[src/rtl/dcache_wbuf_ctrl.sv]
// D-cache write buffer and memory-side controller: DEPTH-entry line FIFO, read-miss priority, RAW hazard handling.
// Define WBUF_FORWARD_EN to serve read hits on buffered lines directly from the buffer.
module dcache_wbuf_ctrl #(
    parameter int unsigned DEPTH  = 4,
    parameter int unsigned ADDR_W = 28,
    parameter int unsigned LINE_W = 128
) (
    input  logic              clk,
    input  logic              proc_reset,
    input  logic              wb_push,
    input  logic [ADDR_W-1:0] wb_addr,
    input  logic [LINE_W-1:0] wb_wdata,
    output logic              wb_full,
    output logic              wb_empty,
    input  logic              rd_req,
    input  logic [ADDR_W-1:0] rd_addr,
    output logic              rd_done,
    output logic [LINE_W-1:0] rd_data,
    output logic              mem_read,
    output logic              mem_write,
    output logic [ADDR_W-1:0] mem_addr,
    output logic [LINE_W-1:0] mem_wdata,
    input  logic [LINE_W-1:0] mem_rdata,
    input  logic              mem_ready
);

    localparam int unsigned PTR_W = $clog2(DEPTH);
    localparam int unsigned CNT_W = PTR_W + 1;

    typedef enum logic [2:0] {
        IDLE,
        RD,
        WR,
        DONE
`ifdef WBUF_FORWARD_EN
        , FWD
`endif
    } state_t;

    state_t            state;
    logic [ADDR_W-1:0] addr_q [DEPTH];
    logic [LINE_W-1:0] data_q [DEPTH];
    logic [PTR_W-1:0]  head;
    logic [PTR_W-1:0]  tail;
    logic [CNT_W-1:0]  count;
    logic [CNT_W-1:0]  count_next;
    logic              push_ok;
    logic              pop;
    logic              hit;
    logic              skip_rd;
`ifdef WBUF_FORWARD_EN
    logic [PTR_W-1:0]  hit_idx;
`endif

    assign push_ok = wb_push && !wb_full;
    assign pop     = (state == WR) && mem_ready;

    always_comb begin
        count_next = count + CNT_W'(push_ok) - CNT_W'(pop);
    end

    // Walk oldest to newest so the last hit is the newest matching line.
    always_comb begin
        hit = 1'b0;
`ifdef WBUF_FORWARD_EN
        hit_idx = '0;
`endif
        for (int unsigned i = 0; i < DEPTH; i++) begin
            if (CNT_W'(i) < count && addr_q[head + PTR_W'(i)] == rd_addr) begin
                hit = 1'b1;
`ifdef WBUF_FORWARD_EN
                hit_idx = head + PTR_W'(i);
`endif
            end
        end
    end

    always_ff @(posedge clk) begin
        if (push_ok) begin
            addr_q[tail] <= wb_addr;
            data_q[tail] <= wb_wdata;
        end
    end

    always_ff @(posedge clk) begin
        if (proc_reset) begin
            state     <= IDLE;
            head      <= '0;
            tail      <= '0;
            count     <= '0;
            wb_full   <= 1'b0;
            wb_empty  <= 1'b1;
            skip_rd   <= 1'b0;
            rd_done   <= 1'b0;
            rd_data   <= '0;
            mem_read  <= 1'b0;
            mem_write <= 1'b0;
            mem_addr  <= '0;
            mem_wdata <= '0;
        end else begin
            if (push_ok) tail <= tail + 1'b1;
            if (pop)     head <= head + 1'b1;
            count    <= count_next;
            wb_full  <= (count_next == CNT_W'(DEPTH));
            wb_empty <= (count_next == '0);
            skip_rd  <= (state == DONE);
            rd_done  <= 1'b0;

            case (state)
                IDLE: begin
                    if (rd_req && !skip_rd && !hit) begin
                        state    <= RD;
                        mem_read <= 1'b1;
                        mem_addr <= rd_addr;
                    end
`ifdef WBUF_FORWARD_EN
                    else if (rd_req && !skip_rd) begin
                        state <= FWD;
                    end
`endif
                    // Without forwarding a hit implies a non-empty buffer, so hazards drain here.
                    else if (count != '0) begin
                        state     <= WR;
                        mem_write <= 1'b1;
                        mem_addr  <= addr_q[head];
                        mem_wdata <= data_q[head];
                    end
                end
                RD: begin
                    if (mem_ready) begin
                        state    <= DONE;
                        mem_read <= 1'b0;
                        rd_data  <= mem_rdata;
                        rd_done  <= 1'b1;
                    end
                end
                WR: begin
                    if (mem_ready) begin
                        state     <= IDLE;
                        mem_write <= 1'b0;
                    end
                end
                DONE: begin
                    state <= IDLE;
                end
`ifdef WBUF_FORWARD_EN
                FWD: begin
                    state   <= DONE;
                    rd_data <= data_q[hit_idx];
                    rd_done <= 1'b1;
                end
`endif
                default: begin
                    state <= IDLE;
                end
            endcase
        end
    end

endmodule

[config.mk]
export PLATFORM = sky130hd
export DESIGN_NAME = dcache_wbuf_ctrl
export DESIGN_NICKNAME = d
export VERILOG_FILES = /design/src/rtl/dcache_wbuf_ctrl.sv
export SDC_FILE = /design/constraint.sdc
export NUM_CORES = 1
export LEC_CHECK = 0
export BUFFER_PORTS_ARGS = -buffer_cell sky130_fd_sc_hd__buf_2
export CORE_MARGIN = 1.5
export CORE_UTILIZATION = 49
export CTS_BUF_LIST = sky130_fd_sc_hd__clkbuf_4 sky130_fd_sc_hd__clkbuf_8
export DETAILED_ROUTE_END_ITERATION = 16
export PLACE_DENSITY = 0.73
export RECOVER_POWER = 50
export SLEW_MARGIN = 30
export SYNTH_ARGS = -nofsm -noshare
export SYNTH_HDL_FRONTEND = slang
export SYNTH_SLANG_ARGS = --single-unit
[constraint.sdc]
create_clock -name clk -period 4.55 [get_ports clk]
set_clock_uncertainty 0.15 [all_clocks]
set_input_delay 0.2275 -clock clk [delete_from_list [all_inputs] [get_ports clk]]
set_output_delay 0.2275 -clock clk [all_outputs]
set_load 0.1 [all_outputs]
==> results.ini <==
[clock_tree]
root_buffer=clkbuf_8
clk_pin_slew_worst_paths_ns=0.06
cts_buffer_depth=3
cts_tree=done
htree_levels=4
cts_made_buffers=152
clock-sinks=925
clock_latency_ns=0.80

[route]
ant_nets=0
num_vias=26900
drtIter0Drc=1918
vias_per_cell=5.55
drc=0
wirelength_um=119000
wl_per_cell_um=24.6
drtPass1Iterations=5

[synth]
synth.top_cell.area_share_pct=48.6
yosysTopAreaCell=edfxtp_1
synthTopCellsByArea=edfxtp_1, dfxtp_1, mux4_2
ys_types=59
syn_avg_cell_area_um2=14.7
async_flop_share_pct=0
syn_nets=2950
mappedNetlistArea_um2=38600
ys.flop_type=edfxtp_1
ys_seq_area_share_pct=64.2
ys_warn_count=0
synth_seq_cells=925
synth_cells=2624
synth-edff-count=624

[power]
ir_drop_mv=0.405
cellPowerDensity_nw_per_um2=520
clockPowerShare_pct=29.7
power.switching_uw=9490
power.static_leakage_uw=0.0183
sequentialPowerShare_pct=41.3
power_uw=25900
power_switching_share_pct=36.6
p_int_uw=16400
comb_power_share_pct=29.0

[placement]
hpwlAfterDp_um=77100
gp_congestion=0.944
port_buffers=605
dp_cells=4132

[layout]
finalNetCount=3992
drive_gt1_share_pct=24.1
syn_to_final_growth_pct=29.4
layout_commonest_cell=edfxtp_1
stdcell_count=4845
mostFrequentLayoutCells=edfxtp_1, dlygate4sd3_1, buf_2

[setup_path]
crit_chain=buf_12 -> buf_12 -> buf_4 -> mux4_2 -> xnor2_1 -> nand4_1 -> or4_1 -> o22ai_2 -> buf_4 -> o21ai_0 -> o211a_1 -> dlygate4sd3_1
slowest_stage=or4_1
worst-path-max-fanout=29
crit_family=buffers and inverters
endpoint_kind=register
worst-path-buf-inv=5
arrival_ns=4.84
cp_slowest_stage_delay_ns=0.61
start_kind=register
critPathKind=register to register
cp.required_ns=5.05

[timing]
grt_setup_unrepaired=false
finalSetupViolCount=0
relSlewSlack_pct=-17.1
worst_pin_slew_ns=1.76
drv_slew=42
hold_viol_final=0
fin_crit_sh_pct=95.5
fin_tns_setup_ns=0
max_freq_ghz=0.230
fin_crit_ns=4.34

[floorplanning]
core-area_um2=77700
rows=102
die_w_um=284
dieArea_um2=80400
boundaryPins=606
initial_core_util_pct=49.6
die_h_um=284

[global_route]
grt_max_degree=129
grt_pass1_vias=27900
grt_first_pass_wirelength_um=177000
grt_util_all_layers_pct=29.2
overflow=0
antenna_found_initial=18

[worst_hold_path]
hp-class=input port to register

[status]
violations=capacitance limit, slew limit
outcome=complete, but fails checks

[flow_run]
drv_cap=1

-- final cells by class --
type                            instances  area [um2]
Tap cell                             1040        1300
Clock buffer                          226        2790
Sequential cell                       925       24800
Timing Repair Buffer                 1083        7560
Fill cell                            5690       27800
Antenna cell                           13        32.5
Multi-Input combinational cell       1481       12900
Inverter                               23        86.3
Clock inverter                         54         473
-- power groups by stage --
stage	clock network, uW	registers (uW)	logic (uW)
after detailed placement	0	10900	7170
after global routing	8220	10800	7840
after global placement	0	10800	7090
final	7700	10700	7510
after floorplan	0	13600	2630
after CTS	7790	10700	7510
-- repair_timing --
item	CTS	global route
setup buffers	0	10
endpoints found under the hold margin	830	1
hold buffers	407	1
endpoints found under the setup margin	0	12
resized for setup	0	4
-- per-layer routing --
metal | vias up | global-route usage, % | share of wire [%] | routed length [um]
met2 | 1215 | 50.0 | 50 | 59800
met1 | 13500 | 36.3 | 39 | 46200
met4 | 8 | 9.72 | 3.4 | 4100
met5 | - | 0 | 0.043 | 51
met3 | 243 | 7.32 | 7.6 | 9060
li1 | 11900 | - | - | -
-- sequential cells by signal (all words and copies together), names as in the netlist, 2 cells and up, named ones only --
name       cells
data_q       512
mem_wdata    128
rd_data      128
addr_q       112
mem_addr      28
count          3
head           2
state          2
tail           2
-- logic make-up (layout without fill, tap and decap cells) --
kind of cell,after synthesis,count (layout),share of synthesized area [%]
AO/OA/AOI/OAI,290,291,4.66
XOR/XNOR,93,93,2.11
adder cells (fa/ha/maj),9,9,0.311
buffers and inverters,219,1386,2.58
flip-flops,925,925,64.2
multiplexers,416,416,17.6
other,0,13,0
AND/OR/NAND/NOR,672,672,8.57
-- worst reg2reg max path, delay by kind of cell, from the launching register on --
family | cells | cell delay (ns)
buffers and inverters | 5 | 1.40
AND/OR/NAND/NOR | 2 | 0.81
AO/OA/AOI/OAI | 3 | 0.61
multiplexers | 1 | 0.55
flip-flops | 1 | 0.45
XOR/XNOR | 1 | 0.26
-- path summary, 6_finish.rpt --
path,slack (ns),endpoint,start,depth (start not counted)
setup reg to reg,0.21,mem_addr[10],head[0],12
hold / removal,0.06,rd_data[119],mem_rdata[119],4
setup / recovery,0.21,mem_addr[10],head[0],12
hold reg to reg,0.31,rd_data[35],rd_data[35],2
-- synth_stat cells (6+ instances only) --
master,count
edfxtp_1,624
dfxtp_1,301
nand2_1,274
nand2b_1,258
mux4_2,208
mux2i_1,203
a21oi_1,141
clkbuf_1,127
nor2_1,83
xnor2_1,63
o21ai_0,38
o22ai_1,35
xor2_1,30
o211a_1,28
buf_1,26
inv_1,22
buf_2,19
buf_6,16
nand4_1,11
nor4_1,11
buf_4,8
ha_1,8
nor2b_1,7
and2_1,6
nor3_1,6
o2bb2ai_1,6
-- through the flow --
| step | hold WS [ns] | util [%] | setup slack (ns) | instance area, um2 |
|---|---|---|---|---|
| floorplan | 0.176 | - | 0.909 | 38600 |
| global route | 0.0237 | 64.2 | 0.0387 | 49900 |
| global placement | 0.286 | 54.9 | 0.533 | 42700 |
| CTS | 0.000513 | 64.4 | 0.0164 | 50000 |
| detailed placement | 0.294 | 54.9 | 0.458 | 42700 |
| finish | 0.0590 | 64.2 | 0.206 | 49900 |
(Power assumes the default switching activity.)
